===== config.mk =====
export PLATFORM = sky130hd
export DESIGN_NAME = sdfm_shift_arbiter_flat
export DESIGN_NICKNAME = d
export VERILOG_FILES = /design/src/rtl/sdfm_shift_arbiter_pkg.sv /design/src/rtl/sdfm_shift_arbiter_if.sv /design/src/rtl/sdfm_shift_arbiter_shift.sv /design/src/rtl/sdfm_shift_arbiter.sv /design/src/flat_wrapper.sv
export SDC_FILE = /design/constraint.sdc
export NUM_CORES = 1
export LEC_CHECK = 0
export BUFFER_PORTS_ARGS = -buffer_cell sky130_fd_sc_hd__buf_2
export CAP_MARGIN = 25
export CORE_MARGIN = 2
export CORE_UTILIZATION = 50
export DETAILED_ROUTE_END_ITERATION = 10
export HOLD_SLACK_MARGIN = 0.02
export PLACE_DENSITY = 0.73
export SYNTH_ARGS = -nofsm -noshare
export SYNTH_HDL_FRONTEND = slang
export SYNTH_SLANG_ARGS = --single-unit

===== constraint.sdc =====
create_clock -name clk -period 10.7 [get_ports clk]
set_input_delay 1.605 -clock clk [delete_from_list [all_inputs] [get_ports clk]]
set_output_delay 1.605 -clock clk [all_outputs]
set_load 0.05 [all_outputs]

===== src/rtl/sdfm_shift_arbiter_pkg.sv =====
// Shared constants and helpers for the SDFM shift arbiter.
package sdfm_shift_arbiter_pkg;

  localparam int DATA_W      = 32;  // filter result width
  localparam int BITS_W      = 5;   // shift-amount field width
  localparam int MAX_SHIFT   = 24;  // largest shift actually applied
  localparam int NCH_DEFAULT = 4;   // default number of channels
  localparam int CH_W        = 3;   // width of a channel index (up to 8 channels)

  // Limit a requested shift to the largest supported amount.
  function automatic logic [BITS_W-1:0] clamp_shift(input logic [BITS_W-1:0] bits);
    if (bits > BITS_W'(MAX_SHIFT)) begin
      return BITS_W'(MAX_SHIFT);
    end else begin
      return bits;
    end
  endfunction

endpackage


===== src/rtl/sdfm_shift_arbiter_if.sv =====
// Channel capture and result bus of the SDFM shift arbiter.
interface sdfm_shift_arbiter_if
  import sdfm_shift_arbiter_pkg::*;
#(
  parameter int NCH = NCH_DEFAULT
) ();

  logic [NCH-1:0]        ch_valid;
  logic [NCH*DATA_W-1:0] ch_data;
  logic [NCH*BITS_W-1:0] ch_bits;
  logic                  out_ready;
  logic                  out_valid;
  logic [DATA_W-1:0]     out_data;
  logic [CH_W-1:0]       out_ch;
  logic [NCH-1:0]        ovf;
  logic [NCH-1:0]        ovf_clr;

  // Producer of filter results and consumer of shifted output.
  modport master (
    output ch_valid, ch_data, ch_bits, out_ready, ovf_clr,
    input  out_valid, out_data, out_ch, ovf
  );

  // The arbiter itself.
  modport slave (
    input  ch_valid, ch_data, ch_bits, out_ready, ovf_clr,
    output out_valid, out_data, out_ch, ovf
  );

endinterface


===== src/rtl/sdfm_shift_arbiter_shift.sv =====
// Arithmetic right shifter with sign extension; shift capped at MAX_SHIFT.
module sdfm_shift_arbiter_shift
  import sdfm_shift_arbiter_pkg::*;
(
  input  logic [DATA_W-1:0] data_i,
  input  logic [BITS_W-1:0] bits_i,
  output logic [DATA_W-1:0] data_o
);

  // Signed shift so the sign bit replicates into the vacated positions.
  always_comb begin
    data_o = $signed(data_i) >>> clamp_shift(bits_i);
  end

endmodule


===== src/rtl/sdfm_shift_arbiter.sv =====
// Round-robin arbiter sharing one output shifter among NCH filter channels.
module sdfm_shift_arbiter
  import sdfm_shift_arbiter_pkg::*;
#(
  parameter int NCH = NCH_DEFAULT
) (
  input  logic                  clk,
  input  logic                  rst,
  sdfm_shift_arbiter_if.slave   bus
);

  logic [DATA_W-1:0] slot_data_q [NCH];
  logic [DATA_W-1:0] slot_data_d [NCH];
  logic [BITS_W-1:0] slot_bits_q [NCH];
  logic [BITS_W-1:0] slot_bits_d [NCH];
  logic [NCH-1:0]    pending_q, pending_d;
  logic [NCH-1:0]    ovf_q, ovf_d, ovf_set_s;
  logic              out_valid_q, out_valid_d;
  logic [DATA_W-1:0] out_data_q, out_data_d;
  logic [CH_W-1:0]   out_ch_q, out_ch_d;
  logic [CH_W-1:0]   last_grant_q, last_grant_d;

  logic              accept_s, found_s, do_grant_s;
  logic [CH_W-1:0]   grant_s;
  logic [DATA_W-1:0] mux_data_s, shift_out_s;
  logic [BITS_W-1:0] mux_bits_s;

  // Returns {found, index} of the first pending channel after 'last', wrapping.
  function automatic logic [CH_W:0] rr_pick(input logic [NCH-1:0] pend,
                                            input logic [CH_W-1:0] last);
    logic            found;
    logic [CH_W-1:0] idx;
    found = 1'b0;
    idx   = '0;
    for (int i = 1; i <= NCH; i++) begin
      for (int k = 0; k < NCH; k++) begin
        if (!found && pend[k] && (k == ((int'(last) + i) % NCH))) begin
          found = 1'b1;
          idx   = CH_W'(k);
        end
      end
    end
    return {found, idx};
  endfunction

  // Arbitration decision and granted-slot mux feeding the shifter.
  always_comb begin
    accept_s            = !out_valid_q || bus.out_ready;
    {found_s, grant_s}  = rr_pick(pending_q, last_grant_q);
    do_grant_s          = accept_s && found_s;
    mux_data_s          = '0;
    mux_bits_s          = '0;
    for (int k = 0; k < NCH; k++) begin
      if (grant_s == CH_W'(k)) begin
        mux_data_s = slot_data_q[k];
        mux_bits_s = slot_bits_q[k];
      end
    end
  end

  sdfm_shift_arbiter_shift u_shift (
    .data_i (mux_data_s),
    .bits_i (mux_bits_s),
    .data_o (shift_out_s)
  );

  // Next state of capture slots, pending flags, overrun flags and output stage.
  always_comb begin
    pending_d    = pending_q;
    ovf_set_s    = '0;
    out_valid_d  = out_valid_q;
    out_data_d   = out_data_q;
    out_ch_d     = out_ch_q;
    last_grant_d = last_grant_q;
    for (int k = 0; k < NCH; k++) begin
      slot_data_d[k] = slot_data_q[k];
      slot_bits_d[k] = slot_bits_q[k];
      if (bus.ch_valid[k]) begin
        // A fresh capture keeps the slot pending; it is an overrun only when
        // the old value was still waiting and is not leaving this cycle.
        slot_data_d[k] = bus.ch_data[k*DATA_W +: DATA_W];
        slot_bits_d[k] = bus.ch_bits[k*BITS_W +: BITS_W];
        pending_d[k]   = 1'b1;
        ovf_set_s[k]   = pending_q[k] && !(do_grant_s && (grant_s == CH_W'(k)));
      end else if (do_grant_s && (grant_s == CH_W'(k))) begin
        pending_d[k]   = 1'b0;
      end else begin
        pending_d[k]   = pending_q[k];
      end
    end
    ovf_d = (ovf_q & ~bus.ovf_clr) | ovf_set_s;
    if (do_grant_s) begin
      out_valid_d  = 1'b1;
      out_data_d   = shift_out_s;
      out_ch_d     = grant_s;
      last_grant_d = grant_s;
    end else if (accept_s) begin
      out_valid_d  = 1'b0;
    end else begin
      out_valid_d  = out_valid_q;
    end
  end

  // State registers; reset discards any captured or in-flight result.
  always_ff @(posedge clk or posedge rst) begin
    if (rst) begin
      slot_data_q  <= '{default: '0};
      slot_bits_q  <= '{default: '0};
      pending_q    <= '0;
      ovf_q        <= '0;
      out_valid_q  <= 1'b0;
      out_data_q   <= '0;
      out_ch_q     <= '0;
      last_grant_q <= CH_W'(NCH - 1);
    end else begin
      slot_data_q  <= slot_data_d;
      slot_bits_q  <= slot_bits_d;
      pending_q    <= pending_d;
      ovf_q        <= ovf_d;
      out_valid_q  <= out_valid_d;
      out_data_q   <= out_data_d;
      out_ch_q     <= out_ch_d;
      last_grant_q <= last_grant_d;
    end
  end

  assign bus.out_valid = out_valid_q;
  assign bus.out_data  = out_data_q;
  assign bus.out_ch    = out_ch_q;
  assign bus.ovf       = ovf_q;

endmodule


===== src/flat_wrapper.sv =====
// flat-port wrapper written by rule: the top's interface ports become plain ports
module sdfm_shift_arbiter_flat import sdfm_shift_arbiter_pkg::*;
#(
  parameter int NCH = NCH_DEFAULT
)
  (clk, rst, bus_ch_valid, bus_ch_data, bus_ch_bits, bus_out_ready, bus_ovf_clr, bus_out_valid, bus_out_data, bus_out_ch, bus_ovf);
  sdfm_shift_arbiter_if #(.NCH(NCH)) bus_i ();
  input  logic clk;
  input  logic rst;
  input wire logic [$bits(bus_i.ch_valid)-1:0] bus_ch_valid;
  input wire logic [$bits(bus_i.ch_data)-1:0] bus_ch_data;
  input wire logic [$bits(bus_i.ch_bits)-1:0] bus_ch_bits;
  input wire logic [$bits(bus_i.out_ready)-1:0] bus_out_ready;
  input wire logic [$bits(bus_i.ovf_clr)-1:0] bus_ovf_clr;
  output wire logic [$bits(bus_i.out_valid)-1:0] bus_out_valid;
  output wire logic [$bits(bus_i.out_data)-1:0] bus_out_data;
  output wire logic [$bits(bus_i.out_ch)-1:0] bus_out_ch;
  output wire logic [$bits(bus_i.ovf)-1:0] bus_ovf;
  assign bus_i.ch_valid = bus_ch_valid;
  assign bus_i.ch_data = bus_ch_data;
  assign bus_i.ch_bits = bus_ch_bits;
  assign bus_i.out_ready = bus_out_ready;
  assign bus_i.ovf_clr = bus_ovf_clr;
  assign bus_out_valid = bus_i.out_valid;
  assign bus_out_data = bus_i.out_data;
  assign bus_out_ch = bus_i.out_ch;
  assign bus_ovf = bus_i.ovf;
  sdfm_shift_arbiter #(.NCH(NCH)) u_core (.clk(clk), .rst(rst), .bus(bus_i));
endmodule

==> results of run 1 <==
-- metrics by stage --
step | instances | util | hold WS, ns | worst slack, ns
floorplan | 1119 | - | 0.472 | 3.84
global placement | 1528 | 0.564 | 0.450 | 5.94
detailed placement | 1528 | 0.564 | 0.452 | 5.94
CTS | 1560 | 0.593 | 0.470 | 5.88
global route | 1564 | 0.598 | 0.489 | 5.39
finish | 1564 | 0.598 | 0.467 | 5.77
-- worst min-delay path by stage --
stage | from | end | depth (start not counted)
4_1_cts | u_core.bus.out_data[23]$_DFFE_PP0P_ | u_core.bus.out_data[23]$_DFFE_PP0P_ | 2
3_5_place_dp | u_core.bus.out_data[23]$_DFFE_PP0P_ | u_core.bus.out_data[23]$_DFFE_PP0P_ | 2
5_1_grt | u_core.bus.out_data[23]$_DFFE_PP0P_ | u_core.bus.out_data[23]$_DFFE_PP0P_ | 2
3_3_place_gp | u_core.bus.out_data[26]$_DFFE_PP0P_ | u_core.bus.out_data[26]$_DFFE_PP0P_ | 2
2_1_floorplan | u_core.slot_bits_q[3]$_DFFE_PP0P_ | u_core.slot_bits_q[3]$_DFFE_PP0P_ | 1
6_report | u_core.bus.out_data[23]$_DFFE_PP0P_ | u_core.bus.out_data[23]$_DFFE_PP0P_ | 2
-- registers in the layout, indices dropped and copies added (netlist names) --
register and flops:
u_core.slot_data_q 128, u_core.pending_q 4, u_core.last_grant_q 2, u_core.slot_bits_q 20, u_core.bus.out_ch 2, u_core.bus.out_valid 1, u_core.bus.ovf 4, u_core.bus.out_data 32
-- layer usage --
metal,track usage,part of all wire,up-vias
met3,0.0550,0.081,72
met1,0.428,0.43,4959
met2,0.487,0.46,524
met4,0.105,0.027,2
met5,0,0.00030,-
li1,-,-,4487
-- kinds of logic after synthesis --
logic type	count (synthesis)	synth area share
flip-flops	193	0.433
other	1	0.000336
XOR/XNOR	1	0.000786
multiplexers	181	0.179
AO/OA/AOI/OAI	363	0.236
buffers and inverters	112	0.0438
AND/OR/NAND/NOR	268	0.107
-- critical path: stages (launching register included) --
cell and delay [ns]:
dfstp_2 0.81, mux2i_1 0.29, o21ai_1 0.27, nor2_4 0.56, buf_4 0.47, mux2_1 0.36, a222oi_1 0.75, mux2i_1 0.22
o211ai_1 0.49, o21ai_0 0.20, a21oi_1 0.21, a211oi_1 0.09
-- cells in the final DEF (no fill, tap or decap), drive strengths merged, types with 12 or more instances in the layout --
| cell | synthesis | final |
|---|---|---|
| clkbuf | 49 | 17 |
| a211oi | 22 | 22 |
| nand2 | 128 | 128 |
| mux2 | 149 | 149 |
| o22ai | 16 | 16 |
| inv | 21 | 28 |
| o211ai | 26 | 26 |
| mux2i | 32 | 32 |
| buf | 42 | 224 |
| a22oi | 12 | 12 |
| nand3 | 31 | 31 |
| a22o | 14 | 14 |
| nor2 | 55 | 55 |
| o21ai | 80 | 80 |
| a21oi | 80 | 80 |
| nor3 | 18 | 18 |
| dfrtp | 191 | 191 |
-- cell usage after synthesis, drive strengths merged, types with 4 or more instances --
library cell and instances:
nand3 31, a21o 5, a222oi 4, buf 42, o221ai 6, o2111ai 6
nand4 7, a32oi 8, mux2i 32, nor2b 9, o32ai 8, o21a 8
a31oi 11, nor3 18, a21oi 80, a221oi 8, a22oi 12, o21ai 80
o31ai 11, and3 6, a211oi 22, inv 21, mux2 149, o211ai 26
nor2 55, o32a 5, o22ai 16, clkbuf 49, o311ai 5, dfrtp 191
a22o 14, nand2 128
-- area by class of cell --
| type | count | area [um2] |
|---|---|---|
| Sequential cell | 193 | 4830 |
| Fill cell | 1927 | 8780 |
| Multi-Input combinational cell | 814 | 5870 |
| Clock buffer | 17 | 425 |
| Timing Repair Buffer | 224 | 1260 |
| Clock inverter | 15 | 218 |
| Inverter | 21 | 86.3 |
| Tap cell | 280 | 350 |
==> impl_metrics.yaml, run 1 <==
place:
  place.gp.congestion: 1.04
  dp_hpwl_mm: 24.8
  placed_area_um2: 12300
  port_buffers: 197
yosys:
  yosys.area.top_type: "dfrtp_1"
  netlist.area_leader.share: 0.429
  async_flop_share: 1.00
  avgSynthCellArea_um2: 9.96
  ys_ff_latch: 193
  synth_area_um2: 11200
  ys.flop_type: "dfrtp_1"
  synthCells: 1119
  yosys-top-cells-area: "dfrtp_1 (43%), mux2_2 (15%), nand2_1 (4.3%)"
  yosys_warnings: 0
  synth_edf_count: 0
  synth_cell_types: 85
  ys_seq_area_frac: 0.433
  syn_nets: 1278
layout:
  drive_gt1_frac: 0.344
  postLayoutCellArea_um2: 13000
  area_growth_pct: 17.0
  antenna_cells: 0
  nets: 1430
floorplan:
  initial_core_util: 0.511
  core_region_area_um2: 21800
  die_y_um: 153
  ios: 199
  rows: 54
  dieArea_um2: 23500
  dieWidth_um: 153
worst_setup_path:
  reg2reg_from: "u_core.last_grant_q[1]$_DFFE_PP1P_"
  ff2ff_setup_slack_ns: 5.77
  crit_path_start: "u_core.last_grant_q[1]$_DFFE_PP1P_"
  cp.arrival_ns: 5.20
  reg2reg_to: "u_core.bus.out_data[8]$_DFFE_PP0P_"
  path_max_fanout: 32
  startpoint_type: "register"
  r2r_cells: 11
  end_kind: "register"
  crit_end: "u_core.bus.out_data[8]$_DFFE_PP0P_"
  cp.required_ns: 10.97
  criticalPathCategory: "register to register"
grt:
  grtUsageTotal: 0.307
  grt_pass1_vias: 9757
  grt_overflow_total: 0
  grt_pass1_wl_mm: 56.5
  grt_max_degree: 116
  antenna_found_initial: 1
timing:
  finalSetupViolCount: 0
  rsz0062_at_grt: "false"
  worst_clock_skew_ns: 0.0126
  min_period_ns: 4.93
  final_max_slew_viol_count: 0
  setup_tns_ns: 0
  fin_crit_sh: 0.461
  hold_viol_final: 0
  timing.fmax_ghz: 0.203
  relSlewSlack: 0.281
  worst_slew_pin_slew_ns: 1.07
drt:
  num_vias: 10000
  post_drt_wl_per_cell_um: 23.1
  ant_nets: 0
  viasPerCell: 6.42
  wl_mm: 36.1
  drtIter0Drc: 1150
  firstDrtPassIters: 5
  drc: 0
clock_tree:
  hold_buffers: 0
  postCtsSetupBuffers: 0
  cts_resized: 0
  clock_latency_ns: 0.45
  clk_path_buf_depth: 2
  cts_inserted_buffers: 17
  cts_tree: "done"
  clk_pin_slew_worst_paths_ns: 0.08
  clock_sinks: 193
  cts-htree-levels: 4
  root_buffer: "clkbuf_16"
run_status:
  status: "finished, final reports clean"
run:
  maxCapViolations: 0
worst_hold_path:
  worstHoldPathType: "register to register"
Power of run 1 is not shown: default switching activity piles up to over one toggle a cycle in this logic, so the estimate is an artifact.
==> run 2, diff against run 1 <==
==> constraint.sdc (replaced) <==
create_clock -name clk -period 4.8 [get_ports clk]
set_input_delay 0.72 -clock clk [delete_from_list [all_inputs] [get_ports clk]]
set_output_delay 0.72 -clock clk [all_outputs]
set_load 0.05 [all_outputs]
==> impl_metrics.yaml, run 2 (synthesized netlist as in run 1, its figures left out) <==
place:
  port_buffers: 197
  placed_area_um2: 12600
  dp_hpwl_mm: 27.1
  place.gp.congestion: 1.05
drt:
  wl_mm: 37.4
  ant_nets: 0
  firstDrtPassIters: 5
  viasPerCell: 6.40
  drtIter0Drc: 1028
  drc: 0
  num_vias: 10200
  post_drt_wl_per_cell_um: 23.5
worst_setup_path:
  startpoint_type: "register"
  criticalPathCategory: "register to register"
  cp.arrival_ns: 4.65
  cp_num_buf_inv: 0
  ff2ff_setup_slack_ns: 0.46
  cp_top_family: "compound AO/OA/AOI/OAI gates"
  r2r_cells: 10
  end_kind: "register"
  critPathSlowestCell: "dfstp_2"
  crit_path_cell_trace: "a21boi_0, o21a_1, nor2_4, o32ai_4, a21oi_1, a22oi_1, o2111ai_1, o31ai_1, o22ai_1, a221oi_1"
  cp.required_ns: 5.11
  reg2reg_to: "u_core.bus.out_data[6]$_DFFE_PP0P_"
  cpPeakStageDelay_ns: 0.82
  path_max_fanout: 23
  reg2reg_from: "u_core.last_grant_q[1]$_DFFE_PP1P_"
timing:
  whs_ns: 0.137
  timing.fmax_ghz: 0.230
  setup_tns_ns: 0
  worst_slew_pin_slew_ns: 0.975
  final_max_slew_viol_count: 0
  worst_clock_skew_ns: 0.0153
  rsz0062_at_grt: "false"
  hold_viol_final: 0
  fin_crit_sh: 0.904
  min_period_ns: 4.34
  finalSetupViolCount: 0
  relSlewSlack: 0.350
layout:
  largest_register_ff_count: 128
  area_growth_pct: 19.0
  postLayoutCellArea_um2: 13300
  regMostFlops: "u_core.slot_data_q"
  nets: 1454
  final_util: 0.608
  fill_cells: 1918
  drive_gt1_frac: 0.356
  most-common-layout-cells: "buf_2 (197), dfrtp_1 (191), mux2_2 (146)"
  layout_commonest_cell: "buf_2"
clock_tree:
  root_buffer: "clkbuf_16"
  cts-htree-levels: 4
  clk_pin_slew_worst_paths_ns: 0.09
  clk_path_buf_depth: 2
  cts_tree: "done"
  hold_buffers: 0
  cts_resized: 0
  cts_inserted_buffers: 17
  clock_sinks: 193
  postCtsSetupBuffers: 0
  clock_latency_ns: 0.46
worst_hold_path:
  worstHoldPathType: "input port to async pin"
run:
  maxCapViolations: 0
floorplan:
  rows: 54
  dieArea_um2: 23500
  die_y_um: 153
  ios: 199
  initial_core_util: 0.511
  core_region_area_um2: 21800
  dieWidth_um: 153
grt:
  antenna_found_initial: 1
  grt_max_degree: 83
  grt_pass1_vias: 9952
  grt_pass1_wl_mm: 58.1
  grtUsageTotal: 0.319
  grt_overflow_total: 0
run_status:
  status: "finished, final reports clean"
==> run 2: changes by cell type in the layout (fill, tap and decap cells not counted), sizes merged <==
cell      delta
clkinv       +3
clkinvlp     +1
diode        +1
inv          -4
buf         +24
==> run 2: per-layer routing <==
metal,vias to the layer above,track usage,share of wire
li1,4550,-,-
met1,5006,0.436,0.43
met2,521,0.501,0.46
met3,97,0.0621,0.077
met4,0,0.133,0.039
met5,-,0,0
==> run 2: how the worst max path moves through the flow <==
stage                                  startpoint  depth (start not counted)  slack [ns]                                  to
4_1_cts        u_core.last_grant_q[1]$_DFFE_PP1P_                         11        0.61  u_core.bus.out_data[8]$_DFFE_PP0P_
3_3_place_gp   u_core.last_grant_q[1]$_DFFE_PP1P_                         11        0.76  u_core.bus.out_data[8]$_DFFE_PP0P_
6_report       u_core.last_grant_q[1]$_DFFE_PP1P_                         10        0.46  u_core.bus.out_data[6]$_DFFE_PP0P_
2_1_floorplan                                 rst                          1        1.59    u_core.bus.out_ch[0]$_DFFE_PP0P_
5_1_grt        u_core.last_grant_q[1]$_DFFE_PP1P_                         11        0.16  u_core.bus.out_data[8]$_DFFE_PP0P_
3_5_place_dp   u_core.last_grant_q[1]$_DFFE_PP1P_                         11        0.63  u_core.bus.out_data[8]$_DFFE_PP0P_
==> run 2: final cells by class <==
cell class              instances  area (um2)  area share
diodes                          1        2.50    0.000189
clock buffers                  17         425      0.0321
flip-flops and latches        193        4830       0.364
well taps                     280         350      0.0264
repair buffers                248        1490       0.113
inverters                      21        82.6     0.00622
clock inverters                15         220      0.0166
multi-input cells             814        5860       0.442
==> run 2: metrics by stage <==
step                setup WS [ns]  std cells
finish                      0.461       1589
global route                0.159       1589
CTS                         0.608       1586
detailed placement          0.626       1554
global placement            0.756       1552
floorplan                    1.59       1119
Power of run 2 is left out for the same reason.
